$ cat config.mk
export PLATFORM = sky130hd
export DESIGN_NAME = gx_reset_seq_flat
export DESIGN_NICKNAME = d
export VERILOG_FILES = /design/src/rtl/gx_reset_seq_if.sv /design/src/rtl/gx_reset_seq.sv /design/src/flat_wrapper.sv
export SDC_FILE = /design/constraint.sdc
export NUM_CORES = 1
export LEC_CHECK = 0
export CORE_MARGIN = 1.5
export CORE_UTILIZATION = 26
export DETAILED_ROUTE_END_ITERATION = 12
export SYNTH_ARGS = -nofsm -noshare
export SYNTH_HDL_FRONTEND = slang
export SYNTH_SLANG_ARGS = --single-unit
$ cat constraint.sdc
create_clock -name clk -period 2.61 [get_ports clk]
set_clock_uncertainty 0.1 [all_clocks]
set_input_delay 0.522 -clock clk [delete_from_list [all_inputs] [get_ports clk]]
set_output_delay 0.522 -clock clk [all_outputs]
set_load 0.005 [all_outputs]
$ cat src/rtl/gx_reset_seq_if.sv
// Status and reset bundle between the reset sequencer and one transceiver
// channel group. The sequencer (master) consumes the PHY status signals and
// drives the reset/ready outputs; the PHY side (slave) does the opposite.
interface gx_reset_seq_if;
  logic pll_locked_i;
  logic tx_cal_busy_i;
  logic rx_cal_busy_i;
  logic rx_is_lockedtodata_i;
  logic tx_analogreset_o;
  logic tx_digitalreset_o;
  logic rx_analogreset_o;
  logic rx_digitalreset_o;
  logic tx_ready_o;
  logic rx_ready_o;

  modport master (
    input  pll_locked_i,
    input  tx_cal_busy_i,
    input  rx_cal_busy_i,
    input  rx_is_lockedtodata_i,
    output tx_analogreset_o,
    output tx_digitalreset_o,
    output rx_analogreset_o,
    output rx_digitalreset_o,
    output tx_ready_o,
    output rx_ready_o
  );

  modport slave (
    output pll_locked_i,
    output tx_cal_busy_i,
    output rx_cal_busy_i,
    output rx_is_lockedtodata_i,
    input  tx_analogreset_o,
    input  tx_digitalreset_o,
    input  rx_analogreset_o,
    input  rx_digitalreset_o,
    input  tx_ready_o,
    input  rx_ready_o
  );
endinterface

$ cat src/rtl/gx_reset_seq.sv
// Per-channel transceiver reset sequencer. Holds analog reset for a minimum
// time, then releases TX digital reset once the PLL is locked and RX digital
// reset once the CDR has held lock to data for a full stability window.
// TX and RX run as independent FSMs; all outputs are registered.
module gx_reset_seq #(
  parameter int T_ANALOG_CYC  = 4,
  parameter int T_DIG_CYC     = 4,
  parameter int T_LTD_CYC     = 200,
  parameter int T_LTD_TIMEOUT = 25000
) (
  input  logic          clk,
  input  logic          nreset,
  gx_reset_seq_if.master phy
);

  localparam int TX_MAX = (T_ANALOG_CYC > T_DIG_CYC) ? T_ANALOG_CYC : T_DIG_CYC;
  localparam int RX_MAX = (T_ANALOG_CYC > T_LTD_CYC) ? T_ANALOG_CYC : T_LTD_CYC;
  localparam int TX_CW  = $clog2(TX_MAX) + 1;
  localparam int RX_CW  = $clog2(RX_MAX) + 1;
  localparam int TO_CW  = $clog2(T_LTD_TIMEOUT) + 1;

  localparam logic [TX_CW-1:0] TX_ANA_LAST = TX_CW'(T_ANALOG_CYC - 1);
  localparam logic [TX_CW-1:0] TX_DIG_LAST = TX_CW'(T_DIG_CYC - 1);
  localparam logic [RX_CW-1:0] RX_ANA_LAST = RX_CW'(T_ANALOG_CYC - 1);
  localparam logic [RX_CW-1:0] RX_LTD_LAST = RX_CW'(T_LTD_CYC - 1);
  localparam logic [TO_CW-1:0] RX_TO_LAST  = TO_CW'(T_LTD_TIMEOUT - 1);

  typedef enum logic [1:0] {TX_ANA, TX_DIG, TX_READY} tx_state_e;
  typedef enum logic [1:0] {RX_ANA, RX_LTD, RX_READY} rx_state_e;

  // Saturating increments: counters park at all-ones instead of wrapping.
  function automatic logic [TX_CW-1:0] tx_sat_inc(input logic [TX_CW-1:0] v);
    return (v == '1) ? v : v + 1'b1;
  endfunction

  function automatic logic [RX_CW-1:0] rx_sat_inc(input logic [RX_CW-1:0] v);
    return (v == '1) ? v : v + 1'b1;
  endfunction

  function automatic logic [TO_CW-1:0] to_sat_inc(input logic [TO_CW-1:0] v);
    return (v == '1) ? v : v + 1'b1;
  endfunction

  logic [3:0] sync_p0;
  logic [3:0] sync_p1;
  logic       s_pll, s_txcal, s_rxcal, s_ltd;

  tx_state_e        tx_state_q, tx_state_d;
  logic [TX_CW-1:0] tx_cnt_q, tx_cnt_d;
  logic             tx_ana_q, tx_dig_q, tx_rdy_q;
  logic             tx_ana_d, tx_dig_d, tx_rdy_d;

  rx_state_e        rx_state_q, rx_state_d;
  logic [RX_CW-1:0] rx_scnt_q, rx_scnt_d;
  logic [TO_CW-1:0] rx_tcnt_q, rx_tcnt_d;
  logic             rx_ana_q, rx_dig_q, rx_rdy_q;
  logic             rx_ana_d, rx_dig_d, rx_rdy_d;

  // Two-flop synchroniser for the asynchronous PHY status inputs.
  always_ff @(posedge clk or negedge nreset) begin
    if (!nreset) begin
      sync_p0 <= '0;
      sync_p1 <= '0;
    end else begin
      sync_p0 <= {phy.rx_is_lockedtodata_i, phy.rx_cal_busy_i,
                  phy.tx_cal_busy_i, phy.pll_locked_i};
      sync_p1 <= sync_p0;
    end
  end

  assign s_pll   = sync_p1[0];
  assign s_txcal = sync_p1[1];
  assign s_rxcal = sync_p1[2];
  assign s_ltd   = sync_p1[3];

  // TX next state, counter and registered-output decode.
  always_comb begin
    tx_state_d = tx_state_q;
    tx_cnt_d   = tx_cnt_q;
    case (tx_state_q)
      TX_ANA: begin
        tx_cnt_d = tx_sat_inc(tx_cnt_q);
        if (tx_cnt_q >= TX_ANA_LAST && !s_txcal) begin
          tx_state_d = TX_DIG;
          tx_cnt_d   = '0;
        end
      end
      TX_DIG: begin
        if (s_txcal) begin
          tx_state_d = TX_ANA;
          tx_cnt_d   = '0;
        end else if (s_pll) begin
          if (tx_cnt_q == TX_DIG_LAST) begin
            tx_state_d = TX_READY;
            tx_cnt_d   = '0;
          end else begin
            tx_cnt_d = tx_sat_inc(tx_cnt_q);
          end
        end else begin
          tx_cnt_d = '0;
        end
      end
      TX_READY: begin
        if (s_txcal) begin
          tx_state_d = TX_ANA;
          tx_cnt_d   = '0;
        end else if (!s_pll) begin
          tx_state_d = TX_DIG;
          tx_cnt_d   = '0;
        end
      end
      default: begin
        tx_state_d = TX_ANA;
        tx_cnt_d   = '0;
      end
    endcase
    tx_ana_d = (tx_state_d == TX_ANA);
    tx_dig_d = (tx_state_d != TX_READY);
    tx_rdy_d = (tx_state_d == TX_READY);
  end

  // RX next state, stability/timeout counters and registered-output decode.
  always_comb begin
    rx_state_d = rx_state_q;
    rx_scnt_d  = rx_scnt_q;
    rx_tcnt_d  = rx_tcnt_q;
    case (rx_state_q)
      RX_ANA: begin
        rx_scnt_d = rx_sat_inc(rx_scnt_q);
        if (rx_scnt_q >= RX_ANA_LAST && !s_rxcal) begin
          rx_state_d = RX_LTD;
          rx_scnt_d  = '0;
          rx_tcnt_d  = '0;
        end
      end
      RX_LTD: begin
        if (s_rxcal) begin
          rx_state_d = RX_ANA;
          rx_scnt_d  = '0;
          rx_tcnt_d  = '0;
        end else if (s_ltd && rx_scnt_q == RX_LTD_LAST) begin
          rx_state_d = RX_READY;
          rx_scnt_d  = '0;
          rx_tcnt_d  = '0;
        end else if (rx_tcnt_q == RX_TO_LAST) begin
          rx_state_d = RX_ANA;
          rx_scnt_d  = '0;
          rx_tcnt_d  = '0;
        end else begin
          rx_scnt_d = s_ltd ? rx_sat_inc(rx_scnt_q) : '0;
          rx_tcnt_d = to_sat_inc(rx_tcnt_q);
        end
      end
      RX_READY: begin
        if (s_rxcal) begin
          rx_state_d = RX_ANA;
          rx_scnt_d  = '0;
          rx_tcnt_d  = '0;
        end else if (!s_ltd) begin
          rx_state_d = RX_LTD;
          rx_scnt_d  = '0;
          rx_tcnt_d  = '0;
        end
      end
      default: begin
        rx_state_d = RX_ANA;
        rx_scnt_d  = '0;
        rx_tcnt_d  = '0;
      end
    endcase
    rx_ana_d = (rx_state_d == RX_ANA);
    rx_dig_d = (rx_state_d != RX_READY);
    rx_rdy_d = (rx_state_d == RX_READY);
  end

  // State, counter and output registers; reset holds every PHY block in reset.
  always_ff @(posedge clk or negedge nreset) begin
    if (!nreset) begin
      tx_state_q <= TX_ANA;
      tx_cnt_q   <= '0;
      tx_ana_q   <= 1'b1;
      tx_dig_q   <= 1'b1;
      tx_rdy_q   <= 1'b0;
      rx_state_q <= RX_ANA;
      rx_scnt_q  <= '0;
      rx_tcnt_q  <= '0;
      rx_ana_q   <= 1'b1;
      rx_dig_q   <= 1'b1;
      rx_rdy_q   <= 1'b0;
    end else begin
      tx_state_q <= tx_state_d;
      tx_cnt_q   <= tx_cnt_d;
      tx_ana_q   <= tx_ana_d;
      tx_dig_q   <= tx_dig_d;
      tx_rdy_q   <= tx_rdy_d;
      rx_state_q <= rx_state_d;
      rx_scnt_q  <= rx_scnt_d;
      rx_tcnt_q  <= rx_tcnt_d;
      rx_ana_q   <= rx_ana_d;
      rx_dig_q   <= rx_dig_d;
      rx_rdy_q   <= rx_rdy_d;
    end
  end

  assign phy.tx_analogreset_o  = tx_ana_q;
  assign phy.tx_digitalreset_o = tx_dig_q;
  assign phy.tx_ready_o        = tx_rdy_q;
  assign phy.rx_analogreset_o  = rx_ana_q;
  assign phy.rx_digitalreset_o = rx_dig_q;
  assign phy.rx_ready_o        = rx_rdy_q;

endmodule
$ cat src/flat_wrapper.sv
// flat-port wrapper written by rule: the top's interface ports become plain ports
module gx_reset_seq_flat 
#(
  parameter int T_ANALOG_CYC  = 4,
  parameter int T_DIG_CYC     = 4,
  parameter int T_LTD_CYC     = 200,
  parameter int T_LTD_TIMEOUT = 25000
)
  (clk, nreset, phy_pll_locked_i, phy_tx_cal_busy_i, phy_rx_cal_busy_i, phy_rx_is_lockedtodata_i, phy_tx_analogreset_o, phy_tx_digitalreset_o, phy_rx_analogreset_o, phy_rx_digitalreset_o, phy_tx_ready_o, phy_rx_ready_o);
  gx_reset_seq_if phy_i ();
  input  logic clk;
  input  logic nreset;
  input wire logic [$bits(phy_i.pll_locked_i)-1:0] phy_pll_locked_i;
  input wire logic [$bits(phy_i.tx_cal_busy_i)-1:0] phy_tx_cal_busy_i;
  input wire logic [$bits(phy_i.rx_cal_busy_i)-1:0] phy_rx_cal_busy_i;
  input wire logic [$bits(phy_i.rx_is_lockedtodata_i)-1:0] phy_rx_is_lockedtodata_i;
  output wire logic [$bits(phy_i.tx_analogreset_o)-1:0] phy_tx_analogreset_o;
  output wire logic [$bits(phy_i.tx_digitalreset_o)-1:0] phy_tx_digitalreset_o;
  output wire logic [$bits(phy_i.rx_analogreset_o)-1:0] phy_rx_analogreset_o;
  output wire logic [$bits(phy_i.rx_digitalreset_o)-1:0] phy_rx_digitalreset_o;
  output wire logic [$bits(phy_i.tx_ready_o)-1:0] phy_tx_ready_o;
  output wire logic [$bits(phy_i.rx_ready_o)-1:0] phy_rx_ready_o;
  assign phy_i.pll_locked_i = phy_pll_locked_i;
  assign phy_i.tx_cal_busy_i = phy_tx_cal_busy_i;
  assign phy_i.rx_cal_busy_i = phy_rx_cal_busy_i;
  assign phy_i.rx_is_lockedtodata_i = phy_rx_is_lockedtodata_i;
  assign phy_tx_analogreset_o = phy_i.tx_analogreset_o;
  assign phy_tx_digitalreset_o = phy_i.tx_digitalreset_o;
  assign phy_rx_analogreset_o = phy_i.rx_analogreset_o;
  assign phy_rx_digitalreset_o = phy_i.rx_digitalreset_o;
  assign phy_tx_ready_o = phy_i.tx_ready_o;
  assign phy_rx_ready_o = phy_i.rx_ready_o;
  gx_reset_seq #(.T_ANALOG_CYC(T_ANALOG_CYC), .T_DIG_CYC(T_DIG_CYC), .T_LTD_CYC(T_LTD_CYC), .T_LTD_TIMEOUT(T_LTD_TIMEOUT)) u_core (.clk(clk), .nreset(nreset), .phy(phy_i));
endmodule
==> results.py <==
metrics = {
    "timing": {
        "hold_violations": 0,
        "setup_violations": 0,
        "fin_crit_sh": 0.914,
        "final.min_clock_period_ns": 2.38,
        "finalWorstSetupSlack_ns": 0.225,
        "slew_violations": 0,
        "fin_setup_tns_ns": 0,
        "max_slew_margin": 0.574,
        "rsz0062_at_grt": "false",
        "fmax_ghz": 0.419,
        "worst_pin_slew_ns": 0.635,
        "fin_worst_hold_slack_ns": 0.115,
    },
    "layout": {
        "multi_input_area_um2": 1200,
        "area_growth_pct": 13.8,
        "drive_above_1_share": 0.129,
        "num_antenna_cells": 0,
        "fillers": 944,
        "seq_area_um2": 1160,
        "num-nets-final": 264,
    },
    "global_routing": {
        "grt_max_degree": 28,
        "grtUsageTotal": 0.110,
        "grt_pass1_vias": 1930,
        "overflow": 0,
        "antenna_found_initial": 0,
        "grt_pass1_wl_um": 8740,
    },
    "clock_tree": {
        "clockBufferDepth": 2,
        "path_clk_slew_ns": 0.08,
        "clock_latency_ns": 0.30,
        "cts_buffers": 5,
        "cts_root_buffer": "clkbuf_8",
        "htreeDepth": 2,
        "cts_tree": "yes",
        "cts_sinks": 46,
        "ctsHoldBuffers": 0,
        "postCtsSetupRepairBufs": 0,
    },
    "route": {
        "avgViaCountPerCell": 5.23,
        "wl_per_cell_um": 13.7,
        "drtPass1Iterations": 4,
        "drt_wl_total_um": 5020,
        "drc": 0,
        "drt_first_iter_violations": 113,
        "routed-via-count": 1915,
        "ant_nets": 0,
    },
    "synthesis": {
        "synth_fp_nets": 248,
        "synth_most_common_cell": "dfrtp_1",
        "synth-simple-area-share": 0.246,
        "syn_inst": 238,
        "synth_compound_area_frac": 0.183,
        "synth_area_leader_cell": "dfrtp_1",
        "synthMuxAreaShare": 0.0210,
        "syn_avg_cell_area_um2": 10.3,
        "yosys.area_share.adder": 0.0205,
        "synth_seq_area_share": 0.473,
        "synth_edf_count": 0,
        "netlist_top_cells_area": "dfrtp_1 (43%), dfstp_2 (4.3%), nor2_1 (3.4%)",
        "synth_top_family_by_area": "simple AND/OR/NAND/NOR gates",
        "yosysWarnings": 0,
        "async_reset_ff_frac": 1.00,
        "yosys-top-cells-count": "dfrtp_1 (42), nor2_1 (22), nand2_1 (16)",
        "ys_seq_elements": 46,
        "ys_types": 64,
        "syn_area_um2": 2450,
        "synthXorXnorAreaFrac": 0.0179,
        "synthFlopType": "dfrtp_1",
        "yosysTopAreaCellShare": 0.430,
    },
    "critical_path": {
        "cp_top_family": "simple AND/OR/NAND/NOR gates",
        "slowest_stage": "nor3_4",
        "crit_chain": "ha_1 > and4_1 > and3_1 > nor3_4 > or2_2 > o21ai_0",
        "ff2ff_path_depth": 6,
        "start_kind": "flip-flop",
        "worstPathBufferInverterCount": 0,
        "critPathCapture": "u_core.rx_tcnt_q[1]",
        "crit_type": "reg -> reg",
        "cp.required_ns": 2.69,
        "crit_start": "u_core.rx_scnt_q[0]",
        "crit_path_max_incr_delay_ns": 0.58,
        "reg2reg_slack_ns": 0.23,
        "end_kind": "flip-flop",
        "reg2reg_from": "u_core.rx_scnt_q[0]",
        "worstPathArrival_ns": 2.46,
        "r2r_end": "u_core.rx_tcnt_q[1]",
        "cp_max_fo": 16,
        "worstSetupPathDepth": 6,
    },
    "status": {
        "status": "finished clean",
    },
    "pwr": {
        "clkPwrFrac": 0.247,
        "power_frac_comb": 0.319,
        "p_sw_frac": 0.351,
        "p_per_area_nw_per_um2": 768,
        "peakVddDrop_v": 0.000417,
        "p_sw_mw": 0.750,
        "power.leakage_nw": 1.10,
        "p_int_mw": 1.39,
        "power_frac_seq": 0.434,
    },
    "die": {
        "io-pin-count": 12,
        "rows": 35,
        "die_w_um": 100,
        "fp.dieH_um": 100,
        "coreArea_um2": 9200,
        "die_area_um2": 10000,
        "start_util": 0.266,
    },
    "placed_design": {
        "post-dp-hpwl_um": 3570,
        "port_buffers": 11,
        "gp_congestion": 0.820,
        "pre_cts_ws_ns": 0.136,
    },
    "flow_run": {
        "max_cap_violations": 0,
    },
    "min_path": {
        "hp-class": "in -> async",
    },
}
flip-flops by register name (all words and copies together) (netlist names):
| signal | cells |
|---|---|
| u_core.sync_p1 | 4 |
| u_core.phy.rx_digitalreset_o | 1 |
| u_core.rx_tcnt_q | 16 |
| u_core.phy.tx_ready_o | 1 |
| u_core.tx_state_q | 2 |
| u_core.phy.rx_analogreset_o | 1 |
| u_core.tx_cnt_q | 3 |
| u_core.rx_state_q | 2 |
| u_core.phy.tx_analogreset_o | 1 |
| u_core.sync_p0 | 4 |
| u_core.rx_scnt_q | 9 |
| u_core.phy.tx_digitalreset_o | 1 |
| u_core.phy.rx_ready_o | 1 |
what timing repair did:
action / CTS / global route
endpoints found under the hold margin: 0 / 0
endpoints found under the setup margin: 0 / 11
gates resized for setup: 0 / 1
cells by family (layout without fill, tap and decap cells):
group	count (synthesis)	after routing
compound gates	63	63
xor+xnor	5	5
mux	5	5
flops	46	46
simple gates	99	99
fa+ha+maj	4	4
buf+inv	16	33
layer usage:
metal / share of wire / up-vias / GRT usage
met5: 0 / - / 0
met1: 0.47 / 932 / 0.133
met4: 0.019 / 0 / 0.0466
li1: - / 934 / -
met2: 0.48 / 39 / 0.188
met3: 0.033 / 10 / 0.0237
power by group through the flow:
stage / logic, mW / clock network (mW) / registers (mW)
2_1_floorplan: 0.566 / 0 / 0.898
6_report: 0.683 / 0.527 / 0.928
5_1_grt: 0.773 / 0.576 / 0.947
3_5_place_dp: 0.680 / 0 / 0.941
4_1_cts: 0.684 / 0.549 / 0.927
3_3_place_gp: 0.671 / 0 / 0.934
cell usage in the layout (no fill, tap or decap), types with 3 or more instances in the layout:
cell type        count
inv_1                8
nor2b_1              4
nor3_1               3
nor2_1              21
ha_1                 4
nand4_1              6
nand2b_1             3
a21oi_1             14
buf_4                6
mux2i_1              4
nor4_1               3
and4_1               3
dfstp_2              4
and3_1               3
xor2_1               3
clkdlybuf4s50_1     10
clkbuf_8             5
nand2_1             16
dfrtp_1             42
or4_1                8
o31ai_1             10
nand3_1              9
o21ai_0              8
or2_2                3
area by class of cell:
type / instances / area share
timing repair buffer: 17 / 0.0540
clock buffer: 6 / 0.0261
sequential: 46 / 0.415
inverter: 8 / 0.0108
tap: 111 / 0.0499
clock inverter: 2 / 0.0135
multi-input combinational: 176 / 0.430
worst min path at each step:
| stage | startpoint | end | slack, ns |
|---|---|---|---|
| 2_1_floorplan | nreset | u_core.phy.rx_ready_o | 0.13 |
| 3_3_place_gp | u_core.sync_p0[3] | u_core.sync_p1[3] | 0.23 |
| 3_5_place_dp | u_core.sync_p0[3] | u_core.sync_p1[3] | 0.24 |
| 4_1_cts | nreset | u_core.rx_scnt_q[1] | 0.13 |
| 5_1_grt | nreset | u_core.tx_state_q[1] | 0.15 |
| 6_report | nreset | u_core.sync_p0[3] | 0.12 |
stage by stage:
step | cell area (um2) | std cells | power (mW) | util
2_1_floorplan | 2450 | 238 | 1.46 | -
3_3_place_gp | 2670 | 358 | 1.60 | 0.290
3_5_place_dp | 2670 | 358 | 1.62 | 0.290
4_1_cts | 2780 | 366 | 2.16 | 0.302
5_1_grt | 2780 | 366 | 2.30 | 0.303
6_report | 2780 | 366 | 2.14 | 0.303
worst reg2reg max path: stages (launching register included):
cell,delay (ns)
dfrtp_1,0.45
ha_1,0.29
and4_1,0.22
and3_1,0.29
nor3_4,0.58
or2_2,0.23
o21ai_0,0.09
No activity file was read; power rests on OpenSTA's default activity.
